**src/rtl/clock_pkg.sv**
```systemverilog
// clock_pkg: shared set-mode state encoding, blink-group codes and helpers.
// Revision 1.0
`default_nettype none

package clock_pkg;

  typedef enum logic [1:0] {
    RUN      = 2'd0,
    SET_HOUR = 2'd1,
    SET_MIN  = 2'd2,
    SET_SEC  = 2'd3
  } set_state_t;

  localparam logic [1:0] BLINK_NONE = 2'd0;
  localparam logic [1:0] BLINK_HOUR = 2'd1;
  localparam logic [1:0] BLINK_MIN  = 2'd2;
  localparam logic [1:0] BLINK_SEC  = 2'd3;

  function automatic set_state_t next_set_state(input set_state_t s);
    set_state_t n;
    case (s)
      RUN:      n = SET_HOUR;
      SET_HOUR: n = SET_MIN;
      SET_MIN:  n = SET_SEC;
      default:  n = RUN;
    endcase
    return n;
  endfunction

  function automatic logic [1:0] blink_of(input set_state_t s);
    logic [1:0] b;
    case (s)
      SET_HOUR: b = BLINK_HOUR;
      SET_MIN:  b = BLINK_MIN;
      SET_SEC:  b = BLINK_SEC;
      default:  b = BLINK_NONE;
    endcase
    return b;
  endfunction

endpackage

`default_nettype wire

```
**src/rtl/repeat_timer.sv**
```systemverilog
// repeat_timer: hold-then-repeat tick generator for a held increment button.
// Revision 1.0
`default_nettype none

module repeat_timer #(
  parameter int HOLD_CYCLES   = 25_000_000,
  parameter int REPEAT_CYCLES = 5_000_000
) (
  input  logic clk,
  input  logic rst_n,
  input  logic clr,
  input  logic run,
  output logic tick
);

  localparam int HW = (HOLD_CYCLES < 1) ? 1 : $clog2(HOLD_CYCLES + 1);
  localparam int RW = (REPEAT_CYCLES < 1) ? 1 : $clog2(REPEAT_CYCLES + 1);
  localparam logic [HW-1:0] HOLD_LIM = HW'(HOLD_CYCLES);
  localparam logic [RW-1:0] REP_LIM  = RW'(REPEAT_CYCLES);
  localparam logic [HW-1:0] HOLD_MAX = '1;
  localparam logic [RW-1:0] REP_MAX  = '1;

  logic [HW-1:0] hold_q, hold_d;
  logic [RW-1:0] rep_q, rep_d;
  logic          rpt_q, rpt_d;

  // rpt_q marks the repeat phase: hold delay has elapsed, now pacing by rep_q.
  always_comb begin
    hold_d = hold_q;
    rep_d  = rep_q;
    rpt_d  = rpt_q;
    tick   = 1'b0;
    if (clr) begin
      hold_d = '0;
      rep_d  = '0;
      rpt_d  = 1'b0;
    end else if (run) begin
      if (!rpt_q) begin
        hold_d = (hold_q == HOLD_MAX) ? hold_q : hold_q + HW'(1);
        if (hold_d >= HOLD_LIM) begin
          tick  = 1'b1;
          rpt_d = 1'b1;
          rep_d = '0;
        end
      end else begin
        rep_d = (rep_q == REP_MAX) ? rep_q : rep_q + RW'(1);
        if (rep_d >= REP_LIM) begin
          tick  = 1'b1;
          rep_d = '0;
        end
      end
    end
  end

  always_ff @(posedge clk) begin
    if (!rst_n) begin
      hold_q <= '0;
      rep_q  <= '0;
      rpt_q  <= 1'b0;
    end else begin
      hold_q <= hold_d;
      rep_q  <= rep_d;
      rpt_q  <= rpt_d;
    end
  end

endmodule

`default_nettype wire

```
**src/rtl/set_mode_ctrl.sv**
```systemverilog
// set_mode_ctrl: clock time-setting FSM with auto-repeat and inactivity timeout.
// Revision 1.0
`default_nettype none

module set_mode_ctrl
  import clock_pkg::*;
#(
  parameter int HOLD_CYCLES    = 25_000_000,
  parameter int REPEAT_CYCLES  = 5_000_000,
  parameter int TIMEOUT_CYCLES = 500_000_000
) (
  input  logic       clk,
  input  logic       rst_n,
  input  logic       mode_pulse,
  input  logic       inc_pulse,
  input  logic       inc_level,
  output logic       hour_inc,
  output logic       min_inc,
  output logic       sec_clr,
  output logic       set_active,
  output logic [1:0] blink_sel
);

  localparam int TW = (TIMEOUT_CYCLES < 1) ? 1 : $clog2(TIMEOUT_CYCLES + 1);
  localparam logic [TW-1:0] TO_LIM = TW'(TIMEOUT_CYCLES);
  localparam logic [TW-1:0] TO_MAX = '1;

  set_state_t    state_q, state_d;
  logic [TW-1:0] to_q, to_d;
  logic          hour_inc_q, hour_inc_d;
  logic          min_inc_q, min_inc_d;
  logic          sec_clr_q, sec_clr_d;
  logic          set_active_q, set_active_d;
  logic [1:0]    blink_sel_q, blink_sel_d;

  logic          in_set, in_hm, rpt_clr, rpt_run, rpt_tick;
  logic          timeout_hit, bump;
  logic [TW-1:0] to_inc;

  assign in_set  = (state_q != RUN);
  assign in_hm   = (state_q == SET_HOUR) || (state_q == SET_MIN);
  assign rpt_run = inc_level && in_hm;
  assign rpt_clr = mode_pulse || inc_pulse || !rpt_run;

  repeat_timer #(
    .HOLD_CYCLES   (HOLD_CYCLES),
    .REPEAT_CYCLES (REPEAT_CYCLES)
  ) u_repeat_timer (
    .clk   (clk),
    .rst_n (rst_n),
    .clr   (rpt_clr),
    .run   (rpt_run),
    .tick  (rpt_tick)
  );

  // Any button activity counts as presence; a simultaneous mode press still lets a timeout win.
  always_comb begin
    to_inc      = (to_q == TO_MAX) ? to_q : to_q + TW'(1);
    timeout_hit = in_set && !inc_pulse && !inc_level && (to_inc >= TO_LIM);

    state_d = state_q;
    if (mode_pulse) begin
      state_d = timeout_hit ? RUN : next_set_state(state_q);
    end else if (timeout_hit) begin
      state_d = RUN;
    end

    to_d = (!in_set || mode_pulse || inc_pulse || inc_level || timeout_hit) ? '0 : to_inc;

    bump         = in_set && !mode_pulse && !timeout_hit && (inc_pulse || rpt_tick);
    hour_inc_d   = bump && (state_q == SET_HOUR);
    min_inc_d    = bump && (state_q == SET_MIN);
    sec_clr_d    = bump && (state_q == SET_SEC);
    set_active_d = (state_d != RUN);
    blink_sel_d  = blink_of(state_d);
  end

  always_ff @(posedge clk) begin
    if (!rst_n) begin
      state_q      <= RUN;
      to_q         <= '0;
      hour_inc_q   <= 1'b0;
      min_inc_q    <= 1'b0;
      sec_clr_q    <= 1'b0;
      set_active_q <= 1'b0;
      blink_sel_q  <= BLINK_NONE;
    end else begin
      state_q      <= state_d;
      to_q         <= to_d;
      hour_inc_q   <= hour_inc_d;
      min_inc_q    <= min_inc_d;
      sec_clr_q    <= sec_clr_d;
      set_active_q <= set_active_d;
      blink_sel_q  <= blink_sel_d;
    end
  end

  assign hour_inc   = hour_inc_q;
  assign min_inc    = min_inc_q;
  assign sec_clr    = sec_clr_q;
  assign set_active = set_active_q;
  assign blink_sel  = blink_sel_q;

endmodule

`default_nettype wire
```
**config.mk**
```make
export PLATFORM = sky130hd
export DESIGN_NAME = set_mode_ctrl
export DESIGN_NICKNAME = d
export VERILOG_FILES = /design/src/rtl/clock_pkg.sv /design/src/rtl/repeat_timer.sv /design/src/rtl/set_mode_ctrl.sv
export SDC_FILE = /design/constraint.sdc
export NUM_CORES = 1
export LEC_CHECK = 0
export ABC_AREA = 1
export CAP_MARGIN = 20
export CORE_MARGIN = 2
export CORE_UTILIZATION = 50
export DETAILED_ROUTE_END_ITERATION = 10
export GPL_TIMING_DRIVEN = 0
export HOLD_SLACK_MARGIN = 0.15
export PLACE_DENSITY = 0.66
export SYNTH_ARGS = -nofsm -noshare
export SYNTH_HDL_FRONTEND = slang
export SYNTH_SLANG_ARGS = --single-unit
export TNS_END_PERCENT = 20
```
**constraint.sdc**
```tcl
create_clock -name clk -period 4.1 [get_ports clk]
set_input_delay 0.41 -clock clk [delete_from_list [all_inputs] [get_ports clk]]
set_output_delay 0.41 -clock clk [all_outputs]
set_load 0.05 [all_outputs]
```
Word-level counts from Yosys, hierarchy flattened

Cells that the tools add are included.

Input port bits: 5
Output and inout bits: 6
Word-level logic and storage cells: 76
Bits in registers: 86

Equality and inequality tests: 9
Multiplexer cells: 17
Magnitude comparators: 3
Bitwise gates (word level): 2
Reductions and logical operators: 32
Add/subtract/negate cells: 3

Operators with widths:

| operator              | number |
|---|---|
| $mux 23               | 4 |
| $add 29x1->29 const B | 1 |
| $eq 29x29->1 const B  | 1 |
| $ge 29x29->1 const B  | 1 |
| $mux 29               | 1 |
| $add 25x1->25 const B | 1 |
| $eq 25x25->1 const B  | 1 |
| $ge 25x25->1 const B  | 1 |
| $mux 25               | 1 |
| $add 23x1->23 const B | 1 |
| $eq 23x23->1 const B  | 1 |
| $ge 23x23->1 const B  | 1 |
| $pmux 2 s3            | 2 |
| $logic_and 1x1->1     | 10 |
| $eq 2x2->1 const B    | 4 |
| $logic_or 1x1->1      | 8 |
| $logic_not 1->1       | 6 |
| $mux 1                | 6 |
| $mux 2                | 3 |
| $reduce_bool 2->1     | 3 |
| $eq 2x1->1 const B    | 2 |
| $reduce_and 2->1      | 2 |
| $reduce_or 2->1       | 2 |
| $logic_not 2->1       | 1 |
| $not 1->1             | 2 |

Longest topological paths before layout

Gate-level depths: netlist of run 1.

Depth after elaboration: 10
Gate-level depth with buffers: 20

Hierarchy

A second synthesis of run 1 with hierarchy kept.

Cell total of the unflattened synthesis: 1058
Area, all modules: 6321.1 sq um

Modules (own cells, without submodules):

| module        | area an instance (sq um) | instances | cells an instance |
|---|---|---|---|
| repeat_timer  | 4048.9                   | 1         | 702 |
| set_mode_ctrl | 2272.2                   | 1         | 356 |

Least setup slack after synthesis of run 1

No wires, ideal clock.

Kind: register -> register
Start point: reg u_repeat_timer.hold_q[0]
End point: reg u_repeat_timer.rep_q[3]
Path slack: 1596 ps
Arrival: 2377 ps
Data required time: 3972 ps
Buffers on the path: 3
Stages on the path, launching flop included: 20
Cell sequence: dfxtp_1 ha_1 inv_2 nor2_4 nand2_4 nor2_4 nand2_4 buf_6 nand2_1 nand2_1 nor2_1 nand3_1 nor3_2 nand3_1 nand3_2 nand2_2 buf_6 buf_6 o21ai_1 nor2_1

Word-level cells in the longest chain between the ends: 5

RTL lines:

| what                                                 | line               | text |
|---|---|---|
| start: declaration                                   | repeat_timer.sv:23 | `logic [HW-1:0] hold_q, hold_d;` |
| start signal: assignment                             | repeat_timer.sv:61 | `hold_q <= hold_d;` |
| $add 25x1->25 / $eq 25x25->1 (equally long branches) | repeat_timer.sv:39 | `hold_d = (hold_q == HOLD_MAX) ? hold_q : hold_q + HW'(1);` |
| $mux 25 (*)                                          | repeat_timer.sv:39 |  |
| $ge 25x25->1 (*)                                     | repeat_timer.sv:40 | `if (hold_d >= HOLD_LIM) begin` |
| $reduce_bool 2->1 (no source line) (*)               | n/a                |  |
| $reduce_and 2->1 (no source line) (*)                | n/a                |  |
| end signal: assignment                               | repeat_timer.sv:62 | `rep_q <= rep_d;` |
| end: declaration                                     | repeat_timer.sv:24 | `logic [RW-1:0] rep_q, rep_d;` |

Every way passes the cells marked *; elsewhere a longest branch is shown, timed or not.
A chain may end at the register's enable or synchronous reset.

Worst setup path in the final report of run 1

Start point: reg u_repeat_timer.rep_q[0]
End point: reg u_repeat_timer.rep_q[7]

Word-level cells in the longest chain between the ends: 5

RTL lines:

| what                                                 | line               | text |
|---|---|---|
| $add 23x1->23 / $eq 23x23->1 (equally long branches) | repeat_timer.sv:46 | `rep_d = (rep_q == REP_MAX) ? rep_q : rep_q + RW'(1);` |
| $mux 23 (*)                                          | repeat_timer.sv:46 |  |
| $ge 23x23->1                                         | repeat_timer.sv:47 | `if (rep_d >= REP_LIM) begin` |
| $mux 23 (*)                                          | repeat_timer.sv:47 |  |
| $mux 23 (*)                                          | repeat_timer.sv:38 | `if (!rpt_q) begin` |

Marks and branches as above.

==> flow_metrics.tcl, run 1 <==
set metrics [dict create \
    place.port_buffers 10 \
    nFillCells 1220 \
    dr.pass1.iters 5 \
    crit_chain "ha_1, inv_1, nor2_1, nand2_1, nor2_1, nand2_1, buf_2, nand2_1, inv_1, nor2_1, nand3_1, nor2_1, nand2_1, nand3_2, buf_2, nor2_1, o21ai_0, nor2_1" \
    timing.rr.end "u_repeat_timer.rep_q[7]" \
    setup-tns-final_ps 0 \
    critPathMaxStageDelay_ps 490 \
    syn_inst 1034 \
    grtUsageMet1 0.363 \
    clock-root-buffer "clkbuf_16" \
    syn_area_um2 6000 \
    skew_ps 5.14 \
    max_freq_mhz 305 \
    grt_pass1_wl_um 26700 \
    critPathSlowestCell "dfxtp_1" \
    antenna_found_initial 0 \
    power_density_nw_per_um2 274 \
    yosysSeqAreaShare 0.284 \
    whs_ps 479 \
    period_needed_ps 3270 \
    track_usage 0.261 \
    dieArea_um2 12900 \
    cts.sinks 85 \
    critical_path_arrival_ps 3490 \
    worstSetupStartpoint "u_repeat_timer.rep_q[0]" \
    max-slew-margin-rel 0.534 \
    grt_max_degree 15 \
    maxCapViolations 0 \
    reg2reg_slack_ps 830 \
    cp.required_ps 4320 \
    cts_resized 0 \
    grt_util_met2 0.410 \
    overflow 0 \
    cp_num_buf_inv 4 \
    hold_buffers 0 \
    grt_pass1_vias 5449 \
    place_area_um2 6290 \
    cts_buffers 9 \
    clkPwrFrac 0.493 \
    place_hpwl_um 12500 \
    final_common_cell "nand2_1" \
    cts.path.max_buffers 2 \
    syn_area_per_cell_um2 5.80 \
    ys_seq_elements 85 \
    drc 0 \
    hold_path_depth 2 \
    drv_slew 0 \
    worst-slew-pin-transition_ps 699 \
    met3_usage 0.0388 \
    syn_nets 1046 \
    critPathCapture "u_repeat_timer.rep_q[7]" \
    gr-max-usage-layer "met2" \
    p_int_mw 1.38 \
    drt-initial-drc-count 413 \
    row_count 39 \
    cts_max_level 3 \
    routabilityCongestion 0.922 \
    vdd_ir_drop_max_v 0.000168 \
    netSwitchingFraction 0.236 \
    wl_um 16200 \
    power_leakage_nw 2.63 \
    synth.distinct_cells 35 \
    yosysWarnings 0 \
    p_comb_frac 0.045 \
    vias 6181 \
    placed_cells 1188 \
    clk_latency_ps 350 \
    hold_viol_final 0 \
    fp.dieH_um 114 \
    utilization 0.572 \
    end_kind "flip-flop" \
    status "finished clean" \
    rr_startpoint "u_repeat_timer.rep_q[0]" \
    ioPinCount 11 \
    layout.cells.most_common_list "316 x nand2_1, 192 x nor2_1, 130 x inv_1" \
    fin_area_um2 6610 \
    cp-start-kind "flip-flop" \
    die_x_um 114 \
    period_share 0.798 \
    worstSetupPathType "reg -> reg" \
    p_seq_frac 0.462 \
    reg2reg_depth 18 \
    viasPerCell 5.13 \
    cts_setup_buffers 0 \
    fin_cells 1204 \
    crit_top_cell "nor2_1" \
    drive_gt1_frac 0.0735 \
    area_delta_synth_final_pct 10.2 \
    wl_per_cell_um 13.5 \
    start_util 0.519 \
    fin_nets 1068 \
    hp-class "reg -> reg" \
    final_antenna_net_count 0 \
    setup_viol 0 \
    path_clk_slew_ps 70 \
    path_depth 18 \
    critPathTopFamily "simple AND/OR/NAND/NOR gates" \
    antenna_cells 0 \
    power_switching_mw 0.428 \
    coreArea_um2 11600 \
    rsz0062_at_grt "false" \
    cp_max_fo 10 \
    cts_tree "yes" \
]
kinds of logic (layout without fill, tap and decap cells):
kind of cell / count (synthesis) / count (layout) / synth area share
AND/OR/NAND/NOR: 644 / 644 / 0.452
buffers and inverters: 159 / 186 / 0.108
AO/OA/AOI/OAI: 115 / 115 / 0.107
flip-flops: 85 / 85 / 0.284
XOR/XNOR: 24 / 24 / 0.0351
adder cells (fa/ha/maj): 7 / 7 / 0.0146
registers in the layout, indices dropped and copies added (netlist names):
| name | flops |
|---|---|
| blink_sel | 1 |
| hour_inc | 1 |
| min_inc | 1 |
| sec_clr | 1 |
| set_active | 1 |
| state_q | 2 |
| to_q | 29 |
| u_repeat_timer.hold_q | 25 |
| u_repeat_timer.rep_q | 23 |
| u_repeat_timer.rpt_q | 1 |
layout make-up:
class | instances | area [µm²] | area share
flip-flops and latches | 85 | 1700 | 0.257
repair buffers | 11 | 108 | 0.0163
plain buffers | 24 | 140 | 0.0212
well taps | 143 | 179 | 0.0271
inverters | 135 | 507 | 0.0766
clock inverters | 4 | 55.1 | 0.00833
clock buffers | 12 | 267 | 0.0403
multi-input cells | 790 | 3650 | 0.553
layer usage:
metal	up-vias	wire, µm
met5	-	0
met4	0	395
met3	27	663
met2	116	7120
met1	2765	8050
li1	3273	-
how the worst min path moves through the flow:
stage | from | end | slack, ps
after global routing | u_repeat_timer.hold_q[24] | u_repeat_timer.hold_q[24] | 530
after detailed placement | to_q[28] | to_q[28] | 470
after global placement | to_q[28] | to_q[28] | 460
after CTS | to_q[28] | to_q[28] | 480
final | to_q[28] | to_q[28] | 480
after floorplan | to_q[28] | to_q[28] | 450
power groups by stage:
stage | Combinational [mW] | Clock, mW | Sequential, mW
after global placement | 0.0805 | 0 | 0.855
final | 0.0811 | 0.891 | 0.836
after global routing | 0.0901 | 0.939 | 0.836
after detailed placement | 0.0808 | 0 | 0.855
after CTS | 0.0812 | 0.906 | 0.836
after floorplan | 0.0440 | 0 | 0.862
through the flow:
step                      total power [mW]  setup WS [ps]
after CTS                             1.82            908
final                                 1.81            826
after floorplan                      0.906           1600
after global placement               0.935            440
after global routing                  1.86            564
after detailed placement             0.936            935
cells in the mapped netlist:
library cell	n	area share
inv_2	3	0.0019
nand4_1	13	0.014
o21bai_2	1	0.0019
nor2_4	3	0.0056
and2_0	1	0.0010
o21bai_1	4	0.0050
buf_2	7	0.0058
buf_6	4	0.0075
nand3_2	3	0.0050
xnor2_1	8	0.012
inv_1	130	0.081
clkbuf_1	10	0.0063
ha_1	7	0.015
buf_4	3	0.0038
clkinv_1	2	0.0013
or2_2	4	0.0042
nand3b_1	4	0.0050
nor2_2	9	0.0094
xor2_1	16	0.023
nor3_2	4	0.0067
nor4_1	1	0.0010
nand2_2	9	0.0094
o21ai_0	40	0.033
or2_0	1	0.0010
nand3_1	75	0.063
nand2_4	2	0.0038
nand2_1	316	0.20
nor3_1	7	0.0058
o21ai_1	4	0.0033
o21ai_2	7	0.010
a21oi_1	51	0.043
nor2_1	192	0.12
a21oi_2	1	0.0015
o211ai_1	7	0.0088
dfxtp_1	85	0.28
worst min-delay path, stage by stage (launching register included):
cell     delay, ps
dfxtp_1        310
inv_1           60
a21oi_1         60
Power figures use the tool's default switching activity.
==> run 2: changes to the inputs <==
PLACE_DENSITY = 0.69   (was 0.66)
clock period = 2.9 ns   (was 4.1 ns; I/O delays follow)
==> run 2 against run 1 <==
Core utilization grew 2.0 points. Non-clock buffer count increased by 4. Clock power up 58%. Sequential power up 41%. Final area grew 3.5%. Count of clock-buffer cells in the layout fell by 2. Critical path depth unchanged. Global-route usage fell by 0.28 points. Clock skew rose by 1.9 ps. Via count grew 2.1%. Worst hold slack improved by 20 ps. Combinational power increased by 45%. Largest cell class unchanged.
==> flow_metrics.tcl, run 2 (synthesis results as in run 1) <==
set metrics [dict create \
    status "finished clean" \
    viasPerCell 5.23 \
    antenna_cells 0 \
    track_usage 0.258 \
    cp_num_buf_inv 4 \
    routabilityCongestion 0.957 \
    clk_latency_ps 350 \
    max_freq_mhz 366 \
    critPathTopFamily "simple AND/OR/NAND/NOR gates" \
    antenna_found_initial 0 \
    ioPinCount 11 \
    worst-slew-pin-transition_ps 815 \
    row_count 39 \
    cp.required_ps 3110 \
    max-slew-margin-rel 0.456 \
    place.port_buffers 10 \
    vias 6313 \
    start_util 0.519 \
    wl_um 16400 \
    grtUsageMet1 0.353 \
    grt_max_degree 16 \
    place_hpwl_um 12300 \
    dieArea_um2 12900 \
    drv_slew 0 \
    setup_viol 0 \
    path_clk_slew_ps 70 \
    grt_pass1_vias 5630 \
    vdd_ir_drop_max_v 0.000314 \
    dr.pass1.iters 5 \
    end_kind "flip-flop" \
    drt-initial-drc-count 479 \
    grt_pass1_wl_um 26700 \
    power_leakage_nw 2.71 \
    cp_max_fo 10 \
    critical_path_arrival_ps 2950 \
    overflow 0 \
    die_x_um 114 \
    hold_viol_final 0 \
    nFillCells 1168 \
    cts_max_level 3 \
    maxCapViolations 0 \
    fp.dieH_um 114 \
    met3_usage 0.0313 \
    cts.sinks 85 \
    power_density_nw_per_um2 395 \
    drive_gt1_frac 0.101 \
    area_delta_synth_final_pct 14.1 \
    skew_ps 7.00 \
    critPathSlowestCell "dfxtp_4" \
    drc 0 \
    crit_chain "ha_4, inv_1, nor2_4, nand2_2, nor2_2, nand2_1, buf_2, nand2_1, inv_1, nor2_2, nand3_1, nor2_1, nand2_1, nand3_4, buf_4, nor2_1, o21ai_2, nor2_2" \
    cp-start-kind "flip-flop" \
    cts_buffers 9 \
    largest_reg_flops 29 \
    fin_nets 1072 \
    hp-class "reg -> reg" \
    coreArea_um2 11600 \
    worstSetupPathType "reg -> reg" \
    largest-register "to_q" \
    period_needed_ps 2730 \
    placed_cells 1188 \
    final_antenna_net_count 0 \
    critPathMaxStageDelay_ps 410 \
    cts_tree "yes" \
    final_common_cell "nand2_1" \
    fin_cells 1208 \
    fin_area_um2 6840 \
    layout.cells.most_common_list "314 x nand2_1, 182 x nor2_1, 130 x inv_1" \
    place_area_um2 6290 \
    clock-root-buffer "clkbuf_16" \
    wl_per_cell_um 13.5 \
    reg2reg_slack_ps 170 \
    cts.path.max_buffers 2 \
    utilization 0.592 \
    grt_util_met2 0.425 \
    reg_top3 "to_q (29), u_repeat_timer.hold_q (25), u_repeat_timer.rep_q (23)" \
    gr-max-usage-layer "met2" \
    period_share 0.942 \
]
## run 2: report_power, final
group / switching, mW / total [mW] / leakage [nW] / internal, mW
combinational: 0.0818 / 0.118 / 1.84 / 0.0366
clock: 0.530 / 1.41 / 0.174 / 0.876
sequential: 0.00749 / 1.18 / 0.689 / 1.17
total: 0.619 / 2.70 / 2.71 / 2.08
## run 2: metrics by stage
step / power, mW / hold WS, ps / TNS (ps) / worst slack, ps
after floorplan: 1.28 / 416 / 0 / 396
after detailed placement: 1.32 / 489 / -9430 / -265
after global routing: 2.78 / 527 / -79.3 / -21.3
after CTS: 2.72 / 500 / -19.7 / -9.37
final: 2.70 / 499 / 0 / 168
after global placement: 1.32 / 460 / -29800 / -763
## run 2: final cells by class
| class | instances | area [µm²] | area share |
|---|---|---|---|
| multi-input cells | 790 | 3770 | 0.551 |
| inverters | 135 | 509 | 0.0744 |
| clock inverters | 6 | 116 | 0.0170 |
| clock buffers | 10 | 239 | 0.0349 |
| repair buffers | 15 | 150 | 0.0219 |
| plain buffers | 24 | 163 | 0.0238 |
| flip-flops and latches | 85 | 1720 | 0.251 |
| well taps | 143 | 179 | 0.0261 |
## run 2: worst register-to-register path: cells and delay by family, from the launching register on
| family | cells | cell delay (ps) |
|---|---|---|
| flops | 1 | 410 |
| compound gates | 1 | 140 |
| fa+ha+maj | 1 | 180 |
| buf+inv | 4 | 540 |
| simple gates | 12 | 1340 |
## run 2: metal layers
layer / up-vias / wire [µm]
li1: 3281 / -
met1: 2873 / 7720
met2: 145 / 7560
met3: 14 / 841
met4: 0 / 228
met5: - / 0
## run 2: final timing paths
kind / start / to / depth (start not counted)
min reg2reg: to_q[28] / to_q[28] / 2
min: to_q[28] / to_q[28] / 2
max: u_repeat_timer.rep_q[0] / u_repeat_timer.rep_q[21] / 18
max reg2reg: u_repeat_timer.rep_q[0] / u_repeat_timer.rep_q[21] / 18
## run 2: timing repair
action	CTS	global route
buffers inserted	0	4
resized for setup	13	32
endpoints found under the hold margin	0	0
hold buffers	0	0
pin swaps	1	3
setup endpoints to repair	56	56
cloned	0	0
